**config.mk**
```make
export PLATFORM = sky130hd
export DESIGN_NAME = min_scan_master_flat
export DESIGN_NICKNAME = d
export VERILOG_FILES = /design/src/rtl/min_scan_pkg.sv /design/src/rtl/min_scan_master_if.sv /design/src/rtl/min_scan_cmp.sv /design/src/rtl/min_scan_master.sv /design/src/flat_wrapper.sv
export SDC_FILE = /design/constraint.sdc
export NUM_CORES = 1
export LEC_CHECK = 0
export ABC_AREA = 0
export BUFFER_PORTS_ARGS = -buffer_cell sky130_fd_sc_hd__buf_2
export CORE_AREA = 2 2 155 157
export DETAILED_ROUTE_END_ITERATION = 16
export DIE_AREA = 0 0 157 159
export GPL_ROUTABILITY_DRIVEN = 0
export SLEW_MARGIN = 20
export SYNTH_ARGS = -nofsm -noshare
export SYNTH_HDL_FRONTEND = slang
export SYNTH_SLANG_ARGS = --single-unit
```
**constraint.sdc**
```tcl
create_clock -name clk -period 5.9 [get_ports clk]
set_input_delay 0.59 -clock clk [delete_from_list [all_inputs] [get_ports clk]]
set_output_delay 0.59 -clock clk [all_outputs]
set_load 0.02 [all_outputs]
```
**src/rtl/min_scan_pkg.sv**
```systemverilog
// Shared types and constants for the min-scan bus initiator.
// Build option: define MIN_SCAN_UNSIGNED_EN for an unsigned compare and an
// all-ones empty-array value sentinel.
package min_scan_pkg;

    localparam int unsigned ADDR_W     = 32;
    localparam int unsigned DATA_W     = 32;
    localparam int unsigned WORD_BYTES = 4;
    localparam int unsigned VAL_OFFSET = 4;

    typedef enum logic [2:0] {
        IDLE   = 3'd0,
        READ   = 3'd1,
        WR_IDX = 3'd2,
        WR_VAL = 3'd3,
        DONE   = 3'd4
    } state_e;

    // Written when the array is empty.
    localparam logic [DATA_W-1:0] EMPTY_IDX = 32'hFFFF_FFFF;
`ifdef MIN_SCAN_UNSIGNED_EN
    localparam logic [DATA_W-1:0] EMPTY_VAL = 32'hFFFF_FFFF;
`else
    localparam logic [DATA_W-1:0] EMPTY_VAL = 32'h7FFF_FFFF;
`endif

    // Byte address of element idx; wraps modulo 2^32.
    function automatic logic [ADDR_W-1:0] elem_addr(input logic [ADDR_W-1:0] base,
                                                    input logic [ADDR_W-1:0] idx);
        return ADDR_W'(base + ADDR_W'(idx * ADDR_W'(WORD_BYTES)));
    endfunction

endpackage

```
**src/rtl/min_scan_master_if.sv**
```systemverilog
// Data-memory bus between the min-scan initiator and the memory.
interface min_scan_master_if;
    import min_scan_pkg::*;

    logic [ADDR_W-1:0] adr;
    logic [DATA_W-1:0] mem_wdata;
    logic              mread;
    logic              mwrite;
    logic [DATA_W-1:0] mem_rdata;

    modport master (
        output adr,
        output mem_wdata,
        output mread,
        output mwrite,
        input  mem_rdata
    );

    modport slave (
        input  adr,
        input  mem_wdata,
        input  mread,
        input  mwrite,
        output mem_rdata
    );

endinterface

```
**src/rtl/min_scan_cmp.sv**
```systemverilog
// Running-minimum update decision. Build option: MIN_SCAN_UNSIGNED_EN.
module min_scan_cmp
    import min_scan_pkg::*;
(
    input  logic [DATA_W-1:0] cand_i,
    input  logic [DATA_W-1:0] min_i,
    input  logic              first_i,
    output logic              take_o
);

    logic less;

    // Strict less-than so the first occurrence of a tie keeps the index.
    always_comb begin
`ifdef MIN_SCAN_UNSIGNED_EN
        less   = (cand_i < min_i);
`else
        less   = ($signed(cand_i) < $signed(min_i));
`endif
        take_o = first_i | less;
    end

endmodule

```
**src/rtl/min_scan_master.sv**
```systemverilog
// Min-search bus initiator: scans a word array, writes min index and value.
// Build option: MIN_SCAN_UNSIGNED_EN selects unsigned comparison.
module min_scan_master
    import min_scan_pkg::*;
#(
    parameter logic [ADDR_W-1:0] RESULT_ADDR = 32'd2000,
    parameter int unsigned       CNT_W       = 16
) (
    input  logic                 clk,
    input  logic                 rst,
    input  logic                 start,
    input  logic [ADDR_W-1:0]    base_addr,
    input  logic [CNT_W-1:0]     count,
    min_scan_master_if.master    bus,
    output logic                 busy,
    output logic                 done
);

    state_e state_q, state_d;

    logic [ADDR_W-1:0] base_q,    base_d;
    logic [CNT_W-1:0]  cnt_q,     cnt_d;
    logic [CNT_W-1:0]  i_q,       i_d;
    logic [DATA_W-1:0] min_val_q, min_val_d;
    logic [DATA_W-1:0] min_idx_q, min_idx_d;

    logic [ADDR_W-1:0] adr_q,   adr_d;
    logic [DATA_W-1:0] wdata_q, wdata_d;
    logic              mread_q, mread_d;
    logic              mwrite_q, mwrite_d;
    logic              busy_q,  busy_d;
    logic              done_q,  done_d;

    logic              take;
    logic              first_elem;
    logic              last_elem;

    assign first_elem = (i_q == '0);
    assign last_elem  = (i_q == CNT_W'(cnt_q - CNT_W'(1)));

    min_scan_cmp u_cmp (
        .cand_i  (bus.mem_rdata),
        .min_i   (min_val_q),
        .first_i (first_elem),
        .take_o  (take)
    );

    // State register.
    always_ff @(posedge clk) begin
        if (rst) begin
            state_q <= IDLE;
        end else begin
            state_q <= state_d;
        end
    end

    // Next-state decode.
    always_comb begin
        state_d = state_q;
        case (state_q)
            IDLE:    if (start) state_d = (count == '0) ? WR_IDX : READ;
            READ:    if (last_elem) state_d = WR_IDX;
            WR_IDX:  state_d = WR_VAL;
            WR_VAL:  state_d = DONE;
            DONE:    state_d = IDLE;
            default: state_d = IDLE;
        endcase
    end

    // Scan datapath: latched request, element index and running minimum.
    always_comb begin
        base_d    = base_q;
        cnt_d     = cnt_q;
        i_d       = i_q;
        min_val_d = min_val_q;
        min_idx_d = min_idx_q;
        case (state_q)
            IDLE: begin
                if (start) begin
                    base_d    = base_addr;
                    cnt_d     = count;
                    i_d       = '0;
                    min_val_d = EMPTY_VAL;
                    min_idx_d = EMPTY_IDX;
                end
            end
            READ: begin
                if (take) begin
                    min_val_d = bus.mem_rdata;
                    min_idx_d = DATA_W'(i_q);
                end
                i_d = CNT_W'(i_q + CNT_W'(1));
            end
            default: ;
        endcase
    end

    // Bus outputs for the upcoming state, so strobes leave a register.
    always_comb begin
        adr_d    = '0;
        wdata_d  = '0;
        mread_d  = 1'b0;
        mwrite_d = 1'b0;
        busy_d   = 1'b0;
        done_d   = 1'b0;
        case (state_d)
            READ: begin
                adr_d   = elem_addr(base_d, ADDR_W'(i_d));
                mread_d = 1'b1;
                busy_d  = 1'b1;
            end
            WR_IDX: begin
                adr_d    = RESULT_ADDR;
                wdata_d  = min_idx_d;
                mwrite_d = 1'b1;
                busy_d   = 1'b1;
            end
            WR_VAL: begin
                adr_d    = ADDR_W'(RESULT_ADDR + ADDR_W'(VAL_OFFSET));
                wdata_d  = min_val_d;
                mwrite_d = 1'b1;
                busy_d   = 1'b1;
            end
            DONE:    done_d = 1'b1;
            default: ;
        endcase
    end

    // Datapath and output registers.
    always_ff @(posedge clk) begin
        if (rst) begin
            base_q    <= '0;
            cnt_q     <= '0;
            i_q       <= '0;
            min_val_q <= '0;
            min_idx_q <= '0;
            adr_q     <= '0;
            wdata_q   <= '0;
            mread_q   <= 1'b0;
            mwrite_q  <= 1'b0;
            busy_q    <= 1'b0;
            done_q    <= 1'b0;
        end else begin
            base_q    <= base_d;
            cnt_q     <= cnt_d;
            i_q       <= i_d;
            min_val_q <= min_val_d;
            min_idx_q <= min_idx_d;
            adr_q     <= adr_d;
            wdata_q   <= wdata_d;
            mread_q   <= mread_d;
            mwrite_q  <= mwrite_d;
            busy_q    <= busy_d;
            done_q    <= done_d;
        end
    end

    assign bus.adr       = adr_q;
    assign bus.mem_wdata = wdata_q;
    assign bus.mread     = mread_q;
    assign bus.mwrite    = mwrite_q;
    assign busy          = busy_q;
    assign done          = done_q;

endmodule
```
**src/flat_wrapper.sv**
```systemverilog
// flat-port wrapper written by rule: the top's interface ports become plain ports
module min_scan_master_flat import min_scan_pkg::*;
#(
    parameter logic [ADDR_W-1:0] RESULT_ADDR = 32'd2000,
    parameter int unsigned       CNT_W       = 16
)
  (clk, rst, start, base_addr, count, busy, done, bus_adr, bus_mem_wdata, bus_mread, bus_mwrite, bus_mem_rdata);
  min_scan_master_if bus_i ();
  input  logic clk;
  input  logic rst;
  input  logic start;
  input  logic [ADDR_W-1:0] base_addr;
  input  logic [CNT_W-1:0] count;
  output logic busy;
  output logic done;
  output wire logic [$bits(bus_i.adr)-1:0] bus_adr;
  output wire logic [$bits(bus_i.mem_wdata)-1:0] bus_mem_wdata;
  output wire logic [$bits(bus_i.mread)-1:0] bus_mread;
  output wire logic [$bits(bus_i.mwrite)-1:0] bus_mwrite;
  input wire logic [$bits(bus_i.mem_rdata)-1:0] bus_mem_rdata;
  assign bus_adr = bus_i.adr;
  assign bus_mem_wdata = bus_i.mem_wdata;
  assign bus_mread = bus_i.mread;
  assign bus_mwrite = bus_i.mwrite;
  assign bus_i.mem_rdata = bus_mem_rdata;
  min_scan_master #(.RESULT_ADDR(RESULT_ADDR), .CNT_W(CNT_W)) u_core (.clk(clk), .rst(rst), .start(start), .base_addr(base_addr), .count(count), .bus(bus_i), .busy(busy), .done(done));
endmodule
```
==> impl_metrics.py, run 1 <==
metrics = {
    "yosys": {
        "ys_ff_latch": 199,
        "ys_types": 69,
        "synth_warnings": 0,
        "synth_top_family_by_area": "simple AND/OR/NAND/NOR gates",
        "synthSimpleGateAreaFrac_pct": 24.0,
        "synth_compound_area_share_pct": 15.0,
        "synth_nets": 1249,
        "synth_edf_count": 0,
        "synth_adder_area_share_pct": 7.01,
        "synth_area_um2": 9210,
        "synthArstFlopShare_pct": 0,
        "yosys_most_used_dff": "dfxtp_1",
        "synth_xor_area_share_pct": 4.47,
        "yosysSeqAreaShare_pct": 43.3,
        "syn_inst": 1115,
        "syn_avg_cell_area_um2": 8.26,
        "synth_mux_area_share_pct": 1.63,
    },
    "sta": {
        "tightest_slew_ns": 0.957,
        "slew_viol_final": 0,
        "hold_viol_final": 0,
        "fin_ws_ns": 1.45,
        "rsz0062_at_grt": "false",
        "relSlewSlack_pct": 35.9,
        "max_freq_mhz": 225,
        "min_period_ns": 4.45,
        "finalCritPeriodShare_pct": 75.4,
        "tns_ns": 0,
        "fin_worst_skew_ns": 0.0156,
        "setup_violations": 0,
    },
    "clocking": {
        "cts_setup_buffers": 0,
        "clkTransAtPathRegs_ns": 0.08,
        "post_cts_resized": 0,
        "cts_buffer_depth": 2,
        "root_buffer": "clkbuf_16",
        "hold_buffers": 0,
        "cts_tree": "done",
        "clock_latency_ns": 0.45,
        "cts_htree_levels": 4,
        "cts_sinks": 199,
        "numCtsBuffers": 17,
    },
    "power_and_ir_drop": {
        "ir_drop_v": 0.000172,
        "power_uw": 3070,
        "p_per_area_nw_per_um2": 286,
        "power_leakage_uw": 0.00482,
    },
    "detailed_routing": {
        "wirelength_um": 24600,
        "wl_per_cell_um": 15.8,
        "drc_errors": 0,
        "vias_per_cell": 5.20,
        "firstDrtPassIters": 4,
        "drt_iter0_markers": 457,
        "drtAntennaViolNets": 0,
        "vias": 8100,
    },
    "place": {
        "pre_cts_slack_ns": 1.26,
        "portBuffers": 150,
        "place_inst": 1527,
        "dpl.hpwl_um": 17700,
    },
    "global_routing": {
        "grt_max_degree": 85,
        "grt_overflow": 0,
        "antenna_found_initial": 2,
        "grt_pass1_vias": 7696,
        "track_usage_pct": 20.0,
        "grt_pass1_wl_um": 39700,
    },
    "status": {
        "status": "completed",
    },
    "die": {
        "io_pins": 151,
        "row_count": 56,
        "core_area_um2": 23200,
        "initial_core_util_pct": 39.7,
        "design.die.area_um2": 25000,
        "die_h_um": 159,
        "die_w_um": 157,
    },
    "worst_setup_path": {
        "cp_max_fo": 18,
        "cp-end-kind": "flop",
        "worstSetupPathType": "flop to flop",
        "critPathLaunch": "u_core.state_q[0]",
        "critical_path_required_ns": 6.22,
        "reg2reg_to": "u_core.bus.adr[20]",
        "r2r_slack_ns": 1.45,
        "crit_path_start_kind": "flop",
        "critPathArrivalTime_ns": 4.77,
        "timing.rr.start": "u_core.state_q[0]",
        "rr_worst_depth": 13,
    },
    "final_layout": {
        "syn2layout_area_growth_pct": 16.9,
        "layout_commonest_cell": "dfxtp_1",
        "antenna_cells": 0,
        "fin_nets": 1361,
        "final_cell_mix": "dfxtp_1 (199), nor2_1 (179), buf_2 (149)",
        "final_layout_size_suffix_gt1_share_pct": 16.6,
        "fin_cells": 1559,
    },
    "worst_hold_path": {
        "hold_depth": 3,
        "worstHoldPathType": "input port to flop",
        "hold_path_end": "u_core.cnt_q[5]",
        "min-delay-start": "count[5]",
    },
    "run": {
        "drv_cap": 0,
    },
}
final cells by class:
| cell class | instances | area (um2) |
|---|---|---|
| Clock inverter | 13 | 134 |
| Clock buffer | 19 | 443 |
| Inverter | 45 | 169 |
| Sequential cell | 199 | 3980 |
| Multi-Input combinational cell | 806 | 4820 |
| Fill cell | 2283 | 12400 |
| Tap cell | 319 | 399 |
| Timing Repair Buffer | 158 | 813 |
layer usage:
| layer | wire length [um] | global-route usage [%] | share of wire [%] |
|---|---|---|---|
| met1 | 11500 | 27.2 | 47 |
| met2 | 11500 | 32.4 | 47 |
| met3 | 1150 | 3.67 | 4.7 |
| met4 | 425 | 5.67 | 1.7 |
| met5 | 13 | 0 | 0.053 |
cells in the mapped netlist, types with 3 or more instances:
master,instances,area [um2]
a211o_1,3,26.3
a211oi_1,4,30.0
a21boi_0,3,22.5
a21o_1,15,113
a21oi_1,75,375
a31oi_1,4,25.0
and2_1,6,37.5
and3_1,8,50.1
and4_1,3,26.3
buf_1,14,52.6
buf_2,3,15.0
clkbuf_1,47,176
dfxtp_1,199,3980
ha_1,50,626
inv_1,44,165
mux2i_1,15,150
nand2_1,123,462
nand2b_1,8,50.1
nand3_1,20,100
nand4_1,8,50.1
nor2_1,179,672
nor2b_1,14,87.6
nor3_1,71,355
nor3b_1,3,22.5
nor4_1,9,56.3
o211ai_1,5,37.5
o21a_1,7,52.6
o21ai_0,24,120
o221a_2,3,33.8
o22ai_1,30,188
o31ai_1,6,45.0
o32ai_1,9,78.8
or2_2,3,18.8
or3_1,5,31.3
or4_1,5,37.5
xnor2_1,27,236
xor2_1,20,175
logic make-up (layout without fill, tap and decap cells):
| logic type | after synthesis | count (layout) |
|---|---|---|
| AND/OR/NAND/NOR | 480 | 480 |
| adder cells (fa/ha/maj) | 51 | 51 |
| multiplexers | 15 | 15 |
| flip-flops | 199 | 199 |
| AO/OA/AOI/OAI | 213 | 213 |
| XOR/XNOR | 47 | 47 |
| buffers and inverters | 110 | 235 |
worst max-delay path by stage:
stage,cells after the start,endpoint,slack [ns]
after CTS,13,u_core.bus.adr[20],1.44
after global routing,13,u_core.bus.adr[24],1.14
after detailed placement,14,u_core.bus.adr[20],1.26
after global placement,14,u_core.bus.adr[20],1.36
after floorplan,17,u_core.bus.adr[22],1.27
final,13,u_core.bus.adr[20],1.45
power breakdown:
part	internal [uW]	total (uW)	switching [uW]
registers	1420	1470	41.9
clock network	574	1130	560
logic	181	473	292
worst max-delay path, stage by stage, from the launching register on:
cell and delay, ns:
dfxtp_1 0.38, or4b_1 0.86, nand2_1 0.20, nand2_1 0.08, ha_1 0.21, fa_1 0.40, a21o_1 0.17, a21o_1 0.20
a2111oi_0 0.60, o21ai_0 0.28, a21oi_1 0.23, o31a_1 0.47, o21a_1 0.21, nor3_1 0.04
sequential cells by signal, summed over array words and instances (netlist names):
| name | flops |
|---|---|
| u_core.base_q | 32 |
| u_core.bus.adr | 32 |
| u_core.bus.mem_wdata | 32 |
| u_core.min_idx_q | 32 |
| u_core.min_val_q | 32 |
| u_core.cnt_q | 16 |
| u_core.i_q | 16 |
| u_core.state_q | 3 |
| u_core.bus.mread | 1 |
| u_core.bus.mwrite | 1 |
| u_core.busy | 1 |
| u_core.done | 1 |
stage by stage:
step	hold WS [ns]	utilization, %	instance area, um2
after floorplan	0.427	-	9210
after global placement	0.435	43.9	10200
after detailed placement	0.443	43.9	10200
after CTS	0.383	46.4	10800
after global routing	0.394	46.4	10800
final	0.395	46.4	10800
No activity file was read; power rests on OpenSTA's default activity.
==> inputs of run 2 (changes only) <==
- clock period: 5.9 -> 4.59 ns (I/O delays scaled with it)
==> run 2 against run 1 <==
Compared with the run above:
- combinational power rose by 30%
- global-route usage fell by 0.057 points
- wire length fell by 0.76%
- die area did not move
- clock power rose by 36%
- cell count rose by 0.38%
- register-to-register slack got worse by 0.97 ns
==> impl_metrics.py, run 2 (same netlist as run 1, synthesis figures left out) <==
metrics = {
    "status": {
        "status": "completed",
    },
    "sta": {
        "rsz0062_at_grt": "false",
        "max_freq_mhz": 243,
        "setup_violations": 0,
        "min_period_ns": 4.11,
        "finalCritPeriodShare_pct": 89.5,
        "tightest_slew_ns": 0.769,
        "tns_ns": 0,
        "slew_viol_final": 0,
        "relSlewSlack_pct": 48.5,
        "fin_worst_skew_ns": 0.0122,
        "hold_viol_final": 0,
    },
    "die": {
        "design.die.area_um2": 25000,
        "core_area_um2": 23200,
        "row_count": 56,
        "die_w_um": 157,
        "io_pins": 151,
        "initial_core_util_pct": 39.7,
        "die_h_um": 159,
    },
    "worst_setup_path": {
        "critPathArrivalTime_ns": 4.44,
        "cp_max_fo": 13,
        "worstSetupPathType": "flop to flop",
        "path_buf_inv": 0,
        "cp-end-kind": "flop",
        "path_cells": "or4b_1, nand2_1, nand2_1, ha_1, fa_1, a21o_1, a21o_1, a2111oi_0, o21ai_0, a21oi_1, o31a_1, o21ai_1, nor3b_2",
        "crit_slowest_cell": "or4b_1",
        "crit_path_start_kind": "flop",
        "cp_top_family": "compound AO/OA/AOI/OAI gates",
        "critical_path_required_ns": 4.92,
        "slowest_delay_ns": 0.67,
        "r2r_slack_ns": 0.48,
    },
    "final_layout": {
        "final_area_um2": 10800,
        "fin_nets": 1367,
        "final_cell_mix": "dfxtp_1 (199), nor2_1 (179), buf_2 (149)",
        "antenna_cells": 0,
        "multi_input_area_um2": 4820,
        "regArea_um2": 3980,
        "nFillCells": 2354,
        "final_layout_size_suffix_gt1_share_pct": 17.1,
        "syn2layout_area_growth_pct": 17.8,
        "layout_commonest_cell": "dfxtp_1",
    },
    "global_routing": {
        "antenna_found_initial": 1,
        "grt_pass1_vias": 7705,
        "track_usage_pct": 20.0,
        "grt_pass1_wl_um": 39800,
        "grt_max_degree": 73,
        "grt_overflow": 0,
    },
    "clocking": {
        "hold_buffers": 0,
        "numCtsBuffers": 17,
        "cts_sinks": 199,
        "root_buffer": "clkbuf_16",
        "cts_htree_levels": 4,
        "clkTransAtPathRegs_ns": 0.08,
        "cts_tree": "done",
        "post_cts_resized": 0,
        "cts_setup_buffers": 0,
        "cts_buffer_depth": 2,
        "clock_latency_ns": 0.44,
    },
    "detailed_routing": {
        "wl_per_cell_um": 15.6,
        "wirelength_um": 24500,
        "drc_errors": 0,
        "drt_iter0_markers": 524,
        "drtAntennaViolNets": 0,
        "vias_per_cell": 5.19,
        "firstDrtPassIters": 5,
        "vias": 8122,
    },
    "place": {
        "portBuffers": 150,
        "place_area_um2": 10200,
        "dpl.hpwl_um": 17700,
    },
    "power_and_ir_drop": {
        "ir_drop_v": 0.000222,
        "power_uw": 4030,
        "power_leakage_uw": 0.00486,
        "p_per_area_nw_per_um2": 372,
    },
    "run": {
        "drv_cap": 0,
    },
    "worst_hold_path": {
        "worstHoldPathType": "input port to flop",
    },
}
run 2: cell count changes in the layout (fill, tap and decap cells not counted):
cell        delta
clkinv_8       +1
clkbuf_1       -1
buf_4          +5
clkinvlp_4     +1
buf_12         +1
bufinv_16      +1
clkinv_4       -4
inv_6          +2
run 2: metal layers:
layer,track usage [%],vias up,wire length [um]
met5,0,-,13
met4,6.51,2,513
met3,3.70,35,1290
met2,32.2,215,11300
met1,26.9,3776,11300
li1,-,4094,-
run 2: area by class of cell:
| cell class | count | area share [%] |
|---|---|---|
| clock buffer | 18 | 4.05 |
| clock inverter | 14 | 1.57 |
| inverter | 45 | 1.56 |
| multi-input combinational | 806 | 44.4 |
| sequential | 199 | 36.7 |
| tap | 319 | 3.68 |
| timing repair buffer | 164 | 8.03 |
run 2: path summary, 6_finish.rpt:
kind                            depth (start not counted)            endpoint               from
worst max-delay path                                   13  u_core.bus.adr[30]  u_core.state_q[0]
worst min-delay path                                    3     u_core.cnt_q[4]           count[4]
worst max register to register                         13  u_core.bus.adr[30]  u_core.state_q[0]
worst min register to register                          2    u_core.base_q[1]   u_core.base_q[1]
run 2: report_power, final:
part | leakage, uW | internal, uW | switching, uW
registers | 0.00163 | 1830 | 53.2
clock network | 0.000295 | 798 | 737
logic | 0.00294 | 239 | 376
total | 0.00486 | 2870 | 1170
run 2: tightest hold or removal path: cells and delay by family:
kind | cells | cell delay (ns)
compound gates | 1 | 0.05
buf+inv | 1 | 0.10
simple gates | 1 | 0.05
run 2: metrics by stage:
| step | setup WS, ns | utilization (%) | cells | hold WS (ns) |
|---|---|---|---|---|
| 3_3_place_gp | 0.479 | 44.2 | 1533 | 0.435 |
| 4_1_cts | 0.489 | 46.8 | 1565 | 0.255 |
| 3_5_place_dp | 0.432 | 44.2 | 1533 | 0.445 |
| 2_1_floorplan | 0.0879 | - | 1115 | 0.427 |
| 6_report | 0.483 | 46.8 | 1565 | 0.271 |
| 5_1_grt | 0.0493 | 46.8 | 1565 | 0.264 |
